**src/rtl/scan_arbiter.sv**
```systemverilog
// rtl/scan_arbiter.sv - round-robin sharing of one item checker between two scanner lanes
module scan_arbiter #(
    parameter int CNT_W = 4
) (
    input  logic             clk,
    input  logic             reset,
    input  logic [1:0]       req,
    input  logic [2:0]       upc0,
    input  logic [2:0]       upc1,
    input  logic             mark0,
    input  logic             mark1,
    input  logic [1:0]       clr,
    output logic [1:0]       ack,
    output logic [2:0]       chk_upc,
    output logic             chk_mark,
    input  logic             chk_disc,
    input  logic             chk_stolen,
    output logic             res_valid,
    output logic             res_lane,
    output logic             res_disc,
    output logic             res_stolen,
    output logic [1:0]       alarm,
    output logic [CNT_W-1:0] disc_cnt0,
    output logic [CNT_W-1:0] disc_cnt1
);

    localparam logic [1:0] IDLE   = 2'd0;
    localparam logic [1:0] CHECK  = 2'd1;
    localparam logic [1:0] REPORT = 2'd2;

    localparam logic [CNT_W-1:0] CNT_MAX = {CNT_W{1'b1}};

    logic [1:0]       state;
    logic             last_grant;
    logic             lane;
    logic             pick;
    logic [2:0]       code_upc;
    logic             code_mark;
    logic             cap_disc;
    logic             cap_stolen;
    logic             take;
    logic [1:0]       rep_hit;
    logic [1:0]       inc;
    logic [1:0]       set_alarm;
    logic [CNT_W-1:0] cnt [2];
    logic [CNT_W-1:0] cnt_nxt [2];

    // Winner selection: a lone requester wins, a tie goes to the lane not served last.
    always_comb begin
        pick = 1'b0;
        case (req)
            2'b01:   pick = 1'b0;
            2'b10:   pick = 1'b1;
            2'b11:   pick = ~last_grant;
            default: pick = 1'b0;
        endcase
    end

    // An item is accepted only from IDLE; requests seen in CHECK/REPORT simply wait.
    assign take = (state == IDLE) && (|req);

    // Three-phase sequencer: accept, let the checker settle, report.
    always_ff @(posedge clk or posedge reset) begin
        if (reset) begin
            state <= IDLE;
        end else begin
            case (state)
                IDLE:    if (|req) state <= CHECK;
                CHECK:   state <= REPORT;
                REPORT:  state <= IDLE;
                default: state <= IDLE;
            endcase
        end
    end

    // Latch the winning lane and its code; the code register feeds the checker directly
    // so the checker inputs are glitch-free and hold their value outside CHECK.
    always_ff @(posedge clk or posedge reset) begin
        if (reset) begin
            last_grant <= 1'b1;
            lane       <= 1'b0;
            code_upc   <= 3'b000;
            code_mark  <= 1'b0;
        end else if (take) begin
            last_grant <= pick;
            lane       <= pick;
            code_upc   <= pick ? upc1 : upc0;
            code_mark  <= pick ? mark1 : mark0;
        end
    end

    // Capture the checker verdict at the end of the CHECK cycle.
    always_ff @(posedge clk or posedge reset) begin
        if (reset) begin
            cap_disc   <= 1'b0;
            cap_stolen <= 1'b0;
        end else if (state == CHECK) begin
            cap_disc   <= chk_disc;
            cap_stolen <= chk_stolen;
        end
    end

    assign chk_upc  = code_upc;
    assign chk_mark = code_mark;

    // All handshake/result outputs decode from registers only, never from lane inputs.
    assign ack        = (state == CHECK) ? (lane ? 2'b10 : 2'b01) : 2'b00;
    assign res_valid  = (state == REPORT);
    assign res_lane   = res_valid & lane;
    assign res_disc   = res_valid & cap_disc;
    assign res_stolen = res_valid & cap_stolen;

    assign rep_hit   = res_valid ? (lane ? 2'b10 : 2'b01) : 2'b00;
    assign inc       = rep_hit & {2{cap_disc}};
    assign set_alarm = rep_hit & {2{cap_stolen}};

    // Next discount count per lane: clear beats hold, but a clear coinciding with an
    // increment leaves exactly the new item counted; increments saturate at all-ones.
    always_comb begin
        for (int n = 0; n < 2; n++) begin
            cnt_nxt[n] = cnt[n];
            if (clr[n]) begin
                cnt_nxt[n] = inc[n] ? {{(CNT_W-1){1'b0}}, 1'b1} : '0;
            end else if (inc[n] && (cnt[n] != CNT_MAX)) begin
                cnt_nxt[n] = cnt[n] + 1'b1;
            end
        end
    end

    // Per-lane discount counters.
    always_ff @(posedge clk or posedge reset) begin
        if (reset) begin
            cnt[0] <= '0;
            cnt[1] <= '0;
        end else begin
            cnt[0] <= cnt_nxt[0];
            cnt[1] <= cnt_nxt[1];
        end
    end

    assign disc_cnt0 = cnt[0];
    assign disc_cnt1 = cnt[1];

    // Sticky theft alarms: a new theft report wins over a simultaneous clear.
    always_ff @(posedge clk or posedge reset) begin
        if (reset) begin
            alarm <= 2'b00;
        end else begin
            alarm <= set_alarm | (alarm & ~clr);
        end
    end

endmodule

```
**config.mk**
```make
export PLATFORM = sky130hd
export DESIGN_NAME = scan_arbiter
export DESIGN_NICKNAME = d
export VERILOG_FILES = /design/src/rtl/scan_arbiter.sv
export SDC_FILE = /design/constraint.sdc
export NUM_CORES = 1
export LEC_CHECK = 0
export ABC_CLOCK_PERIOD_IN_PS = 2300
export BUFFER_PORTS_ARGS = -buffer_cell sky130_fd_sc_hd__buf_2
export CORE_ASPECT_RATIO = 0.75
export CORE_MARGIN = 1.5
export CORE_UTILIZATION = 52
export DETAILED_ROUTE_END_ITERATION = 8
export PLACE_DENSITY_LB_ADDON = 0.1
export SLEW_MARGIN = 20
export SYNTH_ARGS = -nofsm -noshare
export SYNTH_HDL_FRONTEND = slang
export SYNTH_SLANG_ARGS = --single-unit
```
**constraint.sdc**
```tcl
create_clock -name clk -period 2.3 [get_ports clk]
set_input_delay 0.575 -clock clk [delete_from_list [all_inputs] [get_ports clk]]
set_output_delay 0.575 -clock clk [all_outputs]
set_load 0.005 [all_outputs]
```
==> run summary <==
first-pass GRT wire length = 3240 um
vias in the first global route = 751
layout cell share with drive strength beyond 1 = 0.438
core area = 1790 um^2
CP required = 1.73 ns
die area = 2230 um^2
Min-Delay Path Class = input pin to async pin
Setup-failing EPs final = 0
leak pwr = 0.669 nW
most common cell after layout, fill and taps aside = buf_2
Post-CTS Setup Repair Bufs = 0
PortBufs = 35
syn avg cell area = 11.4 um^2
Post-synth ARST share = 1.00
Global Route Usage Sum = 0.216
Setup Slack @ Placement = 0.675 ns
final period demand of the worst path = 1.88 ns
initial antenna violation count = 0
Post-synth EDFFs = 0
Final Worst Setup Slack = 0.419 ns
design area = 1250 um^2
RSZ-0062 raised after global routing = false
Max-slew headroom = 0.501
yosys warns = 0
via count = 833
nets = 147
antenna-violating nets left = 0
synthesized area = 1010 um^2
Reg clk slew, reported paths = 0.11 ns
multi-input logic area = 490 um^2
Peak supply drop = 0.694 mV
clock sink count = 20
std cell rows = 13
CP arrival = 1.31 ns
Synthesized Nets = 107
Layout area overhead = 23.6%
drt first-iter violations = 13
status = completed
diodes inserted = 0
fill cell count = 144
sequential fraction of the synthesis area = 0.494
CP max FO = 7
number of synthesized register bits = 20
Root Buffer = clkbuf_4
CTS tree = done
CTS H-tree lvls = 1
Post-CTS Hold Fix Bufs = 0
largest net degree at the start of global routing = 21
final hold violation count = 0
critical path type = register to output pin
cell count after synthesis = 89
Via density = 5.55
DP HPWL = 1550 um
total wire length = 2060 um
most frequent cells in the layout = buf_2 (35), dfrtp_1 (19), inv_1 (6), mux2_2 (6)
post-route clock period utilization = 0.818
DP Area = 1220 um^2
Clock Skew = 0.00751 ns
power after layout = 1.23 mW
CP endpoint kind = output pin
Critical Path Start Type = register
GRT overflow = 0
chip width = 54.0 um
drt wl/cell = 13.7 um
register area = 502 um^2
gp weighted congestion = 0.823
Pwr per Cell Area = 985 nW/um^2
worst-skew pair later-pin latency = 0.30 ns
max cap viols = 0
Starting Density = 0.567
Max Freq = 0.532 GHz
drt drc = 0
Die Ht = 41.3 um
I/O pin count = 36
utilization after layout = 0.701
setup TNS = 0 ns
Max Transition Viols Final = 0
CTS Buf Count = 3
Least-Margin Pin Slew = 0.748 ns
CTS-repair resized insts = 0
Synth Flop Type = dfrtp_1
Clock Path Buffers = 2
Yosys cell types = 31
Pre-antenna DRT Iters = 4
-- cell type report --
cell class              instances  share of cell area
inverters                       6              0.0180
flip-flops and latches         20               0.400
repair buffers                 35               0.140
well taps                      22              0.0220
multi-input cells              63               0.391
clock buffers                   4              0.0289
-- per-layer routing --
layer,global-route usage,share of wire,vias to the layer above
met1,0.281,0.48,400
met3,0.0766,0.045,2
met4,0.0563,0.0092,0
met2,0.348,0.47,22
met5,0,0,-
li1,-,-,409
-- cell usage after synthesis, types with 2 or more instances --
cell type | n | area [um^2]
a21oi_1 | 5 | 25.0
a22o_1 | 2 | 17.5
a31oi_1 | 3 | 18.8
and2_1 | 4 | 25.0
and4b_1 | 3 | 30.0
dfrtp_1 | 19 | 475
ha_1 | 2 | 25.0
inv_1 | 6 | 22.5
mux2_2 | 6 | 67.6
mux2_4 | 4 | 60.1
nand2_1 | 2 | 7.51
nand2b_1 | 2 | 12.5
nand3_1 | 4 | 20.0
nor2_1 | 4 | 15.0
nor2b_1 | 3 | 18.8
nor3_1 | 5 | 25.0
-- sequential cells by signal, summed over array words and instances, names as in the netlist --
register,cells
last_grant,1
alarm,2
disc_cnt0,4
state,2
cap_disc,1
disc_cnt1,4
chk_mark,1
lane,1
cap_stolen,1
chk_upc,3
-- critical path, cell delays in order (launching register included) --
cell	delay [ns]
dfrtp_1	0.44
nor2b_2	0.25
and2_1	0.20
buf_2	0.12
-- worst paths after layout --
check	cells past startpoint	slack, ns	endpoint	startpoint
min reg2reg	1	0.51	cap_stolen	cap_stolen
max in group asynchronous	2	1.45	chk_upc[0]	reset
min in group clk	2	0.47	last_grant	req[0]
max reg2reg	3	0.88	chk_upc[1]	last_grant
min	2	0.38	disc_cnt1[0]	reset
max	3	0.42	res_stolen	state[1]
-- kinds of logic (layout without fill, tap and decap cells) --
group / after synthesis / after routing / synth area share
fa+ha+maj: 2 / 2 / 0.0247
mux: 10 / 10 / 0.126
buf+inv: 6 / 45 / 0.0222
simple gates: 32 / 32 / 0.195
flops: 20 / 20 / 0.494
compound gates: 19 / 19 / 0.138
-- report_power, final --
part           leakage, nW  internal [mW]  total (mW)  switching, mW
clock network       0.0210         0.0966       0.204          0.108
registers            0.256          0.473       0.583          0.110
logic                0.392          0.250       0.447          0.197
total                0.669          0.820        1.23          0.415
-- metrics by stage --
stage | hold slack (ns) | std cells
2_1_floorplan | 0.471 | 89
3_3_place_gp | 0.483 | 146
3_5_place_dp | 0.489 | 146
4_1_cts | 0.388 | 150
5_1_grt | 0.439 | 150
6_report | 0.376 | 150
Power figures use the tool's default switching activity.
